### config.mk
export PLATFORM = sky130hd
export DESIGN_NAME = countdown_ctrl
export DESIGN_NICKNAME = d
export VERILOG_FILES = /design/src/rtl/countdown_pkg.sv /design/src/rtl/countdown_ctrl_key_pulse.sv /design/src/rtl/countdown_ctrl.sv
export SDC_FILE = /design/constraint.sdc
export NUM_CORES = 1
export LEC_CHECK = 0
export CELL_PAD_IN_SITES_DETAIL_PLACEMENT = 0
export CELL_PAD_IN_SITES_GLOBAL_PLACEMENT = 1
export CORE_MARGIN = 1.5
export CORE_UTILIZATION = 35
export CTS_CLUSTER_DIAMETER = 40
export DETAILED_ROUTE_END_ITERATION = 10
export PLACE_DENSITY_LB_ADDON = 0.1
export SETUP_SLACK_MARGIN = 0.4
export SLEW_MARGIN = 15
export SYNTH_ARGS = -nofsm -noshare
export SYNTH_HDL_FRONTEND = slang
export SYNTH_SLANG_ARGS = --single-unit
### constraint.sdc
create_clock -name CLOCK_50 -period 3.2 [get_ports CLOCK_50]
set_clock_uncertainty 0.15 [all_clocks]
set_input_delay 0.48 -clock CLOCK_50 [delete_from_list [all_inputs] [get_ports CLOCK_50]]
set_output_delay 0.48 -clock CLOCK_50 [all_outputs]
set_load 0.01 [all_outputs]
### src/rtl/countdown_pkg.sv
// State codes and BCD limits shared by the mm:ss countdown controller.
package countdown_pkg;

    typedef enum logic [2:0] {
        SET_SEC = 3'd1,
        SET_MIN = 3'd2,
        PAUSED  = 3'd3,
        RUN     = 3'd4,
        FLASH   = 3'd5
    } state_e;

    localparam logic [7:0] SEC_MAX   = 8'h59;
    localparam logic [7:0] MIN_MAX   = 8'h99;
    localparam logic [6:0] LED_FLASH = 7'h7F;

endpackage

### src/rtl/countdown_ctrl_key_pulse.sv
// Two-flop synchronizer plus falling-edge detector for one raw active-low key;
// the registered pulse is high two cycles after the edge is first sampled.
module key_pulse (
    input  logic clk,
    input  logic reset,
    input  logic key_n,
    output logic pulse
);

    logic sync1_q, sync1_d;
    logic sync2_q, sync2_d;
    logic prev_q, prev_d;
    logic pulse_q, pulse_d;

    always_comb begin
        sync1_d = key_n;
        sync2_d = sync1_q;
        prev_d  = sync2_q;
        pulse_d = prev_q & ~sync2_q;
    end

    // NOTE: flops use non-blocking assignments so each stage samples its pre-edge input.
    always_ff @(posedge clk) begin
        if (reset) begin
            // Reset to the released level so leaving reset never looks like a press.
            sync1_q <= 1'b1;
            sync2_q <= 1'b1;
            prev_q  <= 1'b1;
            pulse_q <= 1'b0;
        end else begin
            sync1_q <= sync1_d;
            sync2_q <= sync2_d;
            prev_q  <= prev_d;
            pulse_q <= pulse_d;
        end
    end

    assign pulse = pulse_q;

endmodule

### src/rtl/countdown_ctrl.sv
// Operator entry, 1 Hz mm:ss countdown and expiry flash for the board timer.
// Define COUNTDOWN_BLINK_EN to blink the display while expired; otherwise it stays lit.
module countdown_ctrl
    import countdown_pkg::*;
#(
    parameter int TICK_DIV  = 50_000_000,
    parameter int FLASH_DIV = 25_000_000
) (
    input  logic       CLOCK_50,
    input  logic       reset,
    input  logic [7:0] sw_val,
    input  logic       key_set_n,
    input  logic       key_run_n,
    output logic [7:0] sec_bcd,
    output logic [7:0] min_bcd,
    output logic [2:0] state,
    output logic       blank,
    output logic [9:0] led
);

    localparam int            TW        = (TICK_DIV > 1) ? $clog2(TICK_DIV) : 1;
    localparam logic [TW-1:0] TICK_LAST = TW'(TICK_DIV - 1);

    if (TICK_DIV < 1 || FLASH_DIV < 1) begin : g_bad_divider
        $error("countdown_ctrl: TICK_DIV and FLASH_DIV must be positive");
    end

    state_e        state_q, state_d;
    logic [7:0]    sec_q, sec_d;
    logic [7:0]    min_q, min_d;
    logic          blank_q, blank_d;
    logic [9:0]    led_q, led_d;
    logic [TW-1:0] tick_cnt_q, tick_cnt_d;
    logic          set_p, run_p;
    logic          tick;
    logic [15:0]   dec_value;

`ifdef COUNTDOWN_BLINK_EN
    localparam int            FW         = (FLASH_DIV > 1) ? $clog2(FLASH_DIV) : 1;
    localparam logic [FW-1:0] FLASH_LAST = FW'(FLASH_DIV - 1);

    logic [FW-1:0] flash_cnt_q, flash_cnt_d;
`endif

    key_pulse u_key_set (
        .clk   (CLOCK_50),
        .reset (reset),
        .key_n (key_set_n),
        .pulse (set_p)
    );

    key_pulse u_key_run (
        .clk   (CLOCK_50),
        .reset (reset),
        .key_n (key_run_n),
        .pulse (run_p)
    );

    function automatic logic [7:0] clamp_sec(input logic [7:0] v);
        logic [7:0] r;
        r = v;
        if (v[3:0] > SEC_MAX[3:0]) r[3:0] = SEC_MAX[3:0];
        if (v[7:4] > SEC_MAX[7:4]) r = SEC_MAX;
        return r;
    endfunction

    function automatic logic [7:0] clamp_min(input logic [7:0] v);
        logic [7:0] r;
        r = v;
        if (v[3:0] > MIN_MAX[3:0]) r[3:0] = MIN_MAX[3:0];
        if (v[7:4] > MIN_MAX[7:4]) r[7:4] = MIN_MAX[7:4];
        return r;
    endfunction

    // One-second BCD decrement of {mm, ss}; 00:00 is held rather than wrapped.
    function automatic logic [15:0] bcd_dec(input logic [15:0] v);
        logic [3:0] mt, mo, st, so;
        {mt, mo, st, so} = v;
        if (v == 16'h0000) return v;
        if (so != 4'd0) begin
            so = so - 4'd1;
        end else if (st != 4'd0) begin
            st = st - 4'd1;
            so = 4'd9;
        end else begin
            {st, so} = SEC_MAX;
            if (mo != 4'd0) begin
                mo = mo - 4'd1;
            end else begin
                mt = mt - 4'd1;
                mo = 4'd9;
            end
        end
        return {mt, mo, st, so};
    endfunction

    assign tick      = (tick_cnt_q == TICK_LAST);
    assign dec_value = bcd_dec({min_q, sec_q});

    // NOTE: every always_comb output gets a default first, so no branch can infer a latch.
    always_comb begin
        state_d    = state_q;
        sec_d      = sec_q;
        min_d      = min_q;
        tick_cnt_d = tick_cnt_q;
        blank_d    = 1'b0;
`ifdef COUNTDOWN_BLINK_EN
        flash_cnt_d = '0;
`endif

        case (state_q)
            SET_SEC: begin
                if (set_p) begin
                    sec_d   = clamp_sec(sw_val);
                    state_d = SET_MIN;
                end
            end
            SET_MIN: begin
                if (set_p) begin
                    min_d   = clamp_min(sw_val);
                    state_d = PAUSED;
                end
            end
            PAUSED: begin
                if (run_p) begin
                    if ({min_q, sec_q} == 16'h0000) begin
                        state_d = FLASH;
                    end else begin
                        state_d    = RUN;
                        tick_cnt_d = '0;
                    end
                end else if (set_p) begin
                    state_d = SET_SEC;
                end
            end
            RUN: begin
                // The prescaler freezes on the pausing edge unless that edge is also a tick.
                if (tick) begin
                    tick_cnt_d     = '0;
                    {min_d, sec_d} = dec_value;
                end else if (!run_p) begin
                    tick_cnt_d = tick_cnt_q + 1'b1;
                end
                if (tick && dec_value == 16'h0000) begin
                    state_d = FLASH;
                end else if (run_p) begin
                    state_d = PAUSED;
                end
            end
            FLASH: begin
                if (set_p) begin
                    sec_d   = 8'h00;
                    min_d   = 8'h00;
                    state_d = SET_SEC;
                end else begin
`ifdef COUNTDOWN_BLINK_EN
                    if (flash_cnt_q == FLASH_LAST) begin
                        flash_cnt_d = '0;
                        blank_d     = ~blank_q;
                    end else begin
                        flash_cnt_d = flash_cnt_q + 1'b1;
                        blank_d     = blank_q;
                    end
`else
                    blank_d = 1'b0;
`endif
                end
            end
            default: state_d = SET_SEC;
        endcase

        led_d = {((state_d == FLASH) && !blank_d) ? LED_FLASH : 7'h00, state_d};
    end

    always_ff @(posedge CLOCK_50) begin
        if (reset) begin
            state_q    <= SET_SEC;
            sec_q      <= 8'h00;
            min_q      <= 8'h00;
            blank_q    <= 1'b0;
            led_q      <= 10'h000;
            tick_cnt_q <= '0;
        end else begin
            state_q    <= state_d;
            sec_q      <= sec_d;
            min_q      <= min_d;
            blank_q    <= blank_d;
            led_q      <= led_d;
            tick_cnt_q <= tick_cnt_d;
        end
    end

`ifdef COUNTDOWN_BLINK_EN
    always_ff @(posedge CLOCK_50) begin
        if (reset) flash_cnt_q <= '0;
        else       flash_cnt_q <= flash_cnt_d;
    end
`endif

    assign sec_bcd = sec_q;
    assign min_bcd = min_q;
    assign state   = state_q;
    assign blank   = blank_q;
    assign led     = led_q;

endmodule

After elaboration in Yosys (flattened, before gate mapping)
Index checks and enable logic that the tools add are counted.
W data, S select, Z words.

storage, ports and cells
  register bits = 63
  logic and storage cells = 87
  bits of input ports = 12

operators by class
  bitwise logic cells = 4
  $lt $le $gt $ge = 3
  add/sub/neg operators = 5
  eq/ne operators = 14
  reductions and logical operators = 12
  mux-type cells = 36

operators with widths
  operator                 count
  $mux W26                 4
  $pmux W26 S2             1
  $mux W8                  6
  $pmux W8 S3              2
  $mux W4                  11
  $logic_not A16 Y1        2
  $mux W16                 2
  $add A26 B1 Y26 const B  1
  $eq A26 B26 Y1 const B   1
  $mux W3                  6
  $sub A4 B1 Y4 const B    4
  $pmux W3 S5              1
  $reduce_and A4 Y1        3
  $reduce_bool A4 Y1       3
  $eq A3 B3 Y1 const B     3
  $gt A4 B4 Y1 const B     2
  $ne A2 B1 Y1 const B     4
  $mux W7                  1
  $eq A3 B2 Y1 const B     2
  $reduce_bool A3 Y1       2
  $gt A4 B3 Y1 const B     1
  $ne A2 B2 Y1 const B     2
  $eq A3 B1 Y1 const B     1
  $ne A3 B3 Y1 const B     1
  5 further kinds          8

Logic depth before layout (Yosys ltp)
Gate-level depths: netlist of the first run.

  word-level depth = 11
  mapped depth = 10

Modules after synthesis
From an unflattened synthesis of the first run, not the netlist that was laid out.

second synthesis, totals
  cell total of the unflattened synthesis = 424
  area, all modules = 3303.2 um^2

modules (own cells, without submodules)
  module          area each (um^2)  sequential area each (um^2)  times used  cells each
  countdown_ctrl  3090.5            940.9                        1           408
  key_pulse       106.4             80.1                         2           8

Worst setup path before layout of the first run
Ideal clock, no wire load.

  path kind = reg2reg
  from = reg state_q[1], in the netlist state[1]
  to = reg tick_cnt_q[23]
  arrival = 2.521 ns
  path buffers = 3
  stages on the path, launching flop included = 10
  setup slack = 0.458 ns
  cell sequence = dfxtp_1 buf_6 nand2b_4 or2_1 buf_6 or4_1 buf_2 a211o_1 or4_1 a21oi_1

between the ends
  longest elaborated chain between the ends = 3

RTL lines
  what                                                   RTL line               RTL
  from (decl)                                            countdown_ctrl.sv:28   state_e state_q, state_d;
  from (signal assigned)                                 countdown_ctrl.sv:184  state_q <= state_d;
  $eq A3 B3 Y1 / $eq A3 B2 Y1 (equally long branches)    countdown_ctrl.sv:111  case (state_q)
  $ne A3 B3 Y1 (no source line) (tied with other cells)  -
  $reduce_and A4 Y1 (no source line)                     -
  to (signal assigned)                                   countdown_ctrl.sv:189  tick_cnt_q <= tick_cnt_d;
  to (decl)                                              countdown_ctrl.sv:33   logic [TW-1:0] tick_cnt_q, tick_cnt_d;

Several ways; a longest one is shown, not always the timed one.
A chain may end at the register's enable or synchronous reset.

Worst setup path after layout of the first run
  from = reg tick_cnt_q[13]
  to = reg tick_cnt_q[23]

between the ends
  longest elaborated chain between the ends = 4

RTL lines
  what             RTL line               RTL
  $add A26 B1 Y26  countdown_ctrl.sv:142  tick_cnt_d = tick_cnt_q + 1'b1;
  $mux W26         countdown_ctrl.sv:141  end else if (!run_p) begin
  $mux W26         countdown_ctrl.sv:138  if (tick) begin
  $pmux W26 S2     countdown_ctrl.sv:111

Several ways; a longest one is shown, not always the timed one. The select of a mux whose other input is x is not followed.

==> summary.md, run 1 <==
| Metric | Value |
|---|---|
| Die Ht | 97.8 um |
| First-pass GRT wire length | 15.1 mm |
| Ant diodes | 0 |
| Vias in the first global route | 2,991 |
| Min-delay worst type | reg -> reg |
| DR vias/cell | 5.81 |
| WP data arrival | 2.82 ns |
| Drt first-iter violations | 195 |
| Cell Area, Placed | 3650 sq um |
| Initial antenna violation count | 0 |
| Total Nets Final | 467 |
| I/O pins | 42 |
| Synth area leader | dfxtp_1 |
| Pwr per Cell Area | 320 nW/um^2 |
| Die X-Extent | 97.8 um |
| Initial core utilization | 0.361 |
| Rows | 34 |
| Clock Pin Slew Worst Setup and Hold Paths | 0.11 ns |
| Cell area after synthesis | 3140 sq um |
| Peak VDD IR | 0.000178 V |
| Gr ovfl total | 0 |
| Slew @ Worst Pin | 0.618 ns |
| WL/cell | 16.4 um |
| Switching Share | 0.268 |
| CTS tree | built |
| Antenna-violating nets left | 0 |
| Dpl hpwl | 6.54 mm |
| Syn_nets | 422 |
| Worst Setup Path Type | reg -> reg |
| Final Slew Violations | 0 |
| CTS buffer count | 5 |
| CTS Buffer Depth | 2 |
| Net load switching power | 331 uW |
| Skew-Pair Late Insertion Delay | 0.32 ns |
| R2r worst-path depth | 6 |
| Seq/Total Area, Yosys | 0.350 |
| Layout area overhead | 23.2% |
| Status | complete, no violations |
| Unrepaired setup endpoints after global routing | true |
| Port Buffer Count | 40 |
| Syn Inst Count | 406 |
| Main synth FF type | dfxtp_1 |
| CTS Root Cell | clkbuf_8 |
| Yosys warnings | 0 |
| Fin crit share | 0.847 |
| CP Launch Point | tick_cnt_q[13] |
| R2R Path Start | tick_cnt_q[13] |
| F_max | 369 MHz |
| Clock network fraction of total power | 0.327 |
| FFs w/ async S/R, synth | 0 |
| Hold Vio Cnt, Final | 0 |
| Routed wire length | 9.21 mm |
| Critical path required time | 3.31 ns |
| Kind of start point of the critical path | flip-flop |
| Post-Layout Inst Area | 3870 sq um |
| Synth cell count leaders | dfxtp_1, nor2_1, a21oi_1 |
| Slew HR | 0.585 |
| Share of cells above drive strength 1 | 0.131 |
| Max capacitance violation total | 0 |
| Core Area | 8720 sq um |
| Tmin final | 2.71 ns |
| Synth top area share | 0.350 |
| Die area | 9560 sq um |
| Flop pwr share | 0.566 |
| DR vias | 3,256 |
| Reg-to-reg slack, setup | 0.49 ns |
| Register bit total from synthesis | 55 |
| DRT Pass-1 Iters | 5 |
| Tot GR Track Use | 0.190 |
| Largest net degree at the start of global routing | 25 |
| Setup TNS | 0 ns |
| Netlist cell types | 59 |
| Syn avg cell area | 7.74 sq um |
| Comb power frac | 0.107 |
| Internal Pwr Total | 907 uW |
| Leakage | 1.33 nW |
| CTS H-Tree Depth | 2 |
| # setup viols final | 0 |
| Count leader, synth | dfxtp_1 |
| Fillers | 905 |
| Number of synthesized flops with an enable pin | 0 |
| Final routed DRC violation total | 0 |
| Reg-to-Reg End | tick_cnt_q[23] |
| Routability congestion estimate | 0.821 |
| Crit end category | flip-flop |
| Crit path to | tick_cnt_q[23] |
| Crit Path Max Fanout | 5 |
| Synth area leaders | dfxtp_1, nor2_1, a21oi_1 |
| TritonCTS sink count | 55 |
==> layout make-up <==
| class | count | area, sq um | area share |
|---|---|---|---|
| Clock inverter | 3 | 22.5 | 0.00582 |
| Tap cell | 108 | 135 | 0.0349 |
| Clock buffer | 5 | 68.8 | 0.0178 |
| Sequential cell | 55 | 1110 | 0.288 |
| Multi-Input combinational cell | 314 | 1920 | 0.495 |
| Inverter | 13 | 48.8 | 0.0126 |
| Timing Repair Buffer | 62 | 566 | 0.146 |
==> logic make-up (layout without fill, tap and decap cells) <==
group / after synthesis / after routing / share of synthesized area
AOI/OAI and AO/OA: 115 / 117 / 0.227
and+or+nand+nor: 179 / 179 / 0.306
adders and majority gates: 4 / 4 / 0.0159
DFF: 55 / 55 / 0.350
muxes: 2 / 2 / 0.00637
other: 1 / 1 / 0.00119
xor gates and xnor gates: 11 / 11 / 0.0306
buffers and inverters: 39 / 83 / 0.0633
==> cell usage in the layout, fill, tap and decap left out, types with 11 or more instances in the layout <==
| cell | count |
|---|---|
| dfxtp_1 | 46 |
| buf_4 | 22 |
| inv_1 | 13 |
| a21oi_1 | 36 |
| nand3_1 | 12 |
| clkdlybuf4s50_1 | 40 |
| nor2_1 | 52 |
| o21ai_0 | 27 |
| nand2_1 | 25 |
| nand4_1 | 12 |
| nor3_1 | 11 |
==> state kept, by name, indices dropped and copies added (netlist names) <==
| signal | cells |
|---|---|
| state | 2 |
| u_key_run.pulse | 1 |
| u_key_set.prev_d | 1 |
| u_key_run.prev_d | 1 |
| min_bcd | 8 |
| u_key_run.sync1_q | 1 |
| u_key_set.pulse | 1 |
| u_key_set.sync1_q | 1 |
| tick_cnt_q | 26 |
| sec_bcd | 8 |
| u_key_run.prev_q | 1 |
| u_key_set.prev_q | 1 |
| led | 3 |
==> repair_timing <==
item,4_1_cts,5_1_grt
pin swaps,0,5
hold buffers,0,0
gates cloned,0,2
setup buffers,0,6
gates resized for setup,3,19
setup endpoints to repair,8,16
==> worst max-delay path, cell delays in order (launching register included) <==
cell and delay, ns:
dfxtp_2 0.39, nor4bb_1 0.29, nand4_1 0.19, or4_4 0.61, a211o_4 0.40, or4_1 0.47
a21oi_1 0.15
==> metal layers <==
| layer | global-route usage | part of all wire | up-vias | routed length, um |
|---|---|---|---|---|
| met1 | 0.284 | 0.51 | 1565 | 4670 |
| met4 | 0.0385 | 0.0084 | 0 | 77 |
| met3 | 0.0315 | 0.047 | 9 | 434 |
| met5 | 0 | 0 | - | 0 |
| met2 | 0.291 | 0.44 | 92 | 4030 |
| li1 | - | - | 1590 | - |
==> stage by stage <==
step	power [mW]	utilization	hold WS [ns]	std cells	setup slack, ns
floorplan	0.791	-	0.239	406	0.458
global placement	0.847	0.419	0.244	544	0.396
detailed placement	0.847	0.419	0.245	544	0.326
CTS	1.25	0.431	0.272	552	0.396
global route	1.30	0.444	0.282	560	0.395
finish	1.24	0.444	0.268	560	0.491
==> how the worst min path moves through the flow <==
| stage | cells past startpoint | startpoint | slack, ns | end |
|---|---|---|---|---|
| floorplan | 1 | u_key_run.sync1_q | 0.24 | u_key_run.prev_d |
| global placement | 1 | u_key_set.sync1_q | 0.24 | u_key_set.prev_d |
| detailed placement | 1 | u_key_set.sync1_q | 0.25 | u_key_set.prev_d |
| CTS | 1 | u_key_set.sync1_q | 0.27 | u_key_set.prev_d |
| global route | 1 | u_key_set.sync1_q | 0.28 | u_key_set.prev_d |
| finish | 2 | u_key_run.prev_q | 0.27 | u_key_run.pulse |
==> power by group through the flow <==
stage	clock network, mW	registers (mW)	logic, mW
2_1_floorplan	0	0.716	0.0751
3_3_place_gp	0	0.718	0.129
3_5_place_dp	0	0.718	0.130
4_1_cts	0.420	0.702	0.131
5_1_grt	0.453	0.703	0.147
6_report	0.404	0.701	0.133
Power figures use the tool's default switching activity.
==> run 2: changes to the inputs <==
==> constraint.sdc (replaced) <==
create_clock -name CLOCK_50 -period 2.6 [get_ports CLOCK_50]
set_clock_uncertainty 0.15 [all_clocks]
set_input_delay 0.39 -clock CLOCK_50 [delete_from_list [all_inputs] [get_ports CLOCK_50]]
set_output_delay 0.39 -clock CLOCK_50 [all_outputs]
set_load 0.01 [all_outputs]
==> summary.md, run 2 (synthesis results as in run 1) <==
| Metric | Value |
|---|---|
| Status | finished with violations (was complete, no violations) |
| Violated checks | setup timing |
| Tot GR Track Use | 0.217 (was 0.190) |
| CP Launch Point | tick_cnt_q[7] (was tick_cnt_q[13]) |
| Pwr per Cell Area | 345 nW/um^2 (was 320 nW/um^2) |
| Critical path required time | 2.67 ns (was 3.31 ns) |
| Top reg by flops | tick_cnt_q (unchanged) |
| Core Area | 8720 sq um (unchanged) |
| R2r worst-path depth | 8 (was 6) |
| Antenna-violating nets left | 0 (unchanged) |
| Placed cells | 594 (was 544) |
| # setup viols final | 4 (was 0) |
| Unrepaired setup endpoints after global routing | true (unchanged) |
| Peak VDD IR | 0.000281 V (was 0.000178 V) |
| Kind of start point of the critical path | flip-flop (unchanged) |
| Min-delay worst type | reg -> reg (unchanged) |
| Share of cells above drive strength 1 | 0.312 (was 0.131) |
| CTS H-Tree Depth | 2 (unchanged) |
| Util after Layout | 0.536 (was 0.444) |
| CTS buffer count | 5 (unchanged) |
| Dpl hpwl | 7.22 mm (was 6.54 mm) |
| Slew HR | 0.611 (was 0.585) |
| CTS tree | built (unchanged) |
| Tmin final | 2.64 ns (was 2.71 ns) |
| Initial core utilization | 0.361 (unchanged) |
| Hold Vio Cnt, Final | 0 (unchanged) |
| Die area | 9560 sq um (unchanged) |
| Fin crit share | 1.01 (was 0.847) |
| Clock Pin Slew Worst Setup and Hold Paths | 0.11 ns (about the same) |
| Leakage | 1.75 nW (was 1.33 nW) |
| DR vias | 3,460 (was 3,256) |
| Ant diodes | 0 (unchanged) |
| Finished Layout Cells | 617 (was 560) |
| Final Slew Violations | 0 (unchanged) |
| Layout area overhead | 48.7% (was 23.2%) |
| I/O pins | 42 (unchanged) |
| Max capacitance violation total | 0 (unchanged) |
| Crit end category | flip-flop (unchanged) |
| Total Nets Final | 524 (was 467) |
| Final routed DRC violation total | 0 (unchanged) |
| Commonest non-fill, non-tap cells in the layout | buf_4, nor2_1, dfxtp_1, clkdlybuf4s50_1, a21oi_1 (was nor2_1, dfxtp_1, clkdlybuf4s50_1, a21oi_1, o21ai_0) |
| Slew @ Worst Pin | 0.577 ns (was 0.618 ns) |
| Initial antenna violation count | 0 (unchanged) |
| Gr ovfl total | 0 (unchanged) |
| Reg-to-reg slack, setup | -0.04 ns (was 0.49 ns) |
| DR vias/cell | 5.61 (was 5.81) |
| Most common cell after layout, fill and taps aside | buf_4 (was nor2_1) |
| Rows | 34 (unchanged) |
| CTS Root Cell | clkbuf_8 (unchanged) |
| Crit path to | tick_cnt_q[25] (was tick_cnt_q[23]) |
| WP data arrival | 2.71 ns (was 2.82 ns) |
| Reg-to-Reg End | tick_cnt_q[25] (was tick_cnt_q[23]) |
| Setup TNS | -0.0648 ns (was 0 ns) |
| Port Buffer Count | 40 (unchanged) |
| Routed wire length | 10.3 mm (was 9.21 mm) |
| Largest net degree at the start of global routing | 23 (was 25) |
| Die X-Extent | 97.8 um (unchanged) |
| TritonCTS sink count | 55 (unchanged) |
| Drt first-iter violations | 128 (was 195) |
| R2R Path Start | tick_cnt_q[7] (was tick_cnt_q[13]) |
| Skew-Pair Late Insertion Delay | 0.32 ns (about the same) |
| F_max | 379 MHz (was 369 MHz) |
| First-pass GRT wire length | 17.0 mm (was 15.1 mm) |
| DRT Pass-1 Iters | 4 (was 5) |
| Crit Path Max Fanout | 6 (was 5) |
| Worst Setup Path Type | reg -> reg (unchanged) |
| Vias in the first global route | 3,314 (was 2,991) |
| CTS Buffer Depth | 2 (unchanged) |
| Routability congestion estimate | 0.909 (was 0.821) |
| Die Ht | 97.8 um (unchanged) |
| PnR worst setup slack | -0.0359 ns (was 0.491 ns) |
| Max reg flops | 26 (unchanged) |
| WL/cell | 16.8 um (was 16.4 um) |
==> run 2: cell count changes in the layout (fill, tap and decap cells not counted), moves of 4 or more <==
cell	delta
buf_4	+45
buf_6	+9
a21oi_1	-9
a21oi_2	+9
o21ai_0	-7
o21ai_2	+4
==> run 2: final cells by class <==
cell class,count,area (sq um)
clock buffer,6,82.6
fill,815,4040
sequential,55,1110
timing repair buffer,119,1070
multi-input combinational,314,2210
clock inverter,2,20.0
tap,108,135
inverter,13,48.8
==> run 2: worst min path at each step <==
| stage | startpoint | to | slack, ns | cells after the start |
|---|---|---|---|---|
| after CTS | u_key_set.prev_q | u_key_set.pulse | 0.27 | 2 |
| after floorplan | u_key_run.sync1_q | u_key_run.prev_d | 0.24 | 1 |
| final | u_key_set.prev_q | u_key_set.pulse | 0.27 | 2 |
| after global placement | u_key_run.prev_q | u_key_run.pulse | 0.25 | 2 |
| after global routing | u_key_run.sync1_q | u_key_run.prev_d | 0.29 | 1 |
| after detailed placement | u_key_run.sync1_q | u_key_run.prev_d | 0.25 | 1 |
==> run 2: power breakdown <==
part           leakage [nW]  internal (mW)  total (mW)  switching [mW]
logic                  1.25          0.110       0.225           0.115
clock network        0.0533          0.225       0.533           0.308
registers             0.449          0.852       0.858         0.00575
==> run 2: metal layers <==
metal | wire (um) | GRT usage
met5 | 0 | 0
met4 | 131 | 0.0451
met3 | 491 | 0.0344
met2 | 4480 | 0.324
met1 | 5240 | 0.329
==> run 2: what timing repair did <==
item,in CTS,in global routing
setup buffers,10,2
hold buffers,0,0
gates cloned,3,0
setup endpoints to repair,44,44
pin swaps,12,16
gates resized for setup,59,42
==> run 2: worst max-delay path: stages (launching register included) <==
cell and delay [ns]:
dfxtp_2 0.36, nor4bb_4 0.31, nand4_1 0.16, or4_4 0.57, buf_4 0.16, a211o_4 0.35
buf_4 0.16, o31ai_2 0.22, a21oi_1 0.09
==> run 2: metrics by stage <==
step	setup slack, ns	power (mW)	cell area [sq um]	hold slack (ns)
floorplan	-0.130	0.976	3190	0.239
global placement	-0.169	1.05	4040	0.248
detailed placement	-0.168	1.05	4040	0.250
CTS	0.00960	1.62	4480	0.269
global route	-0.111	1.69	4680	0.293
finish	-0.0359	1.62	4680	0.267
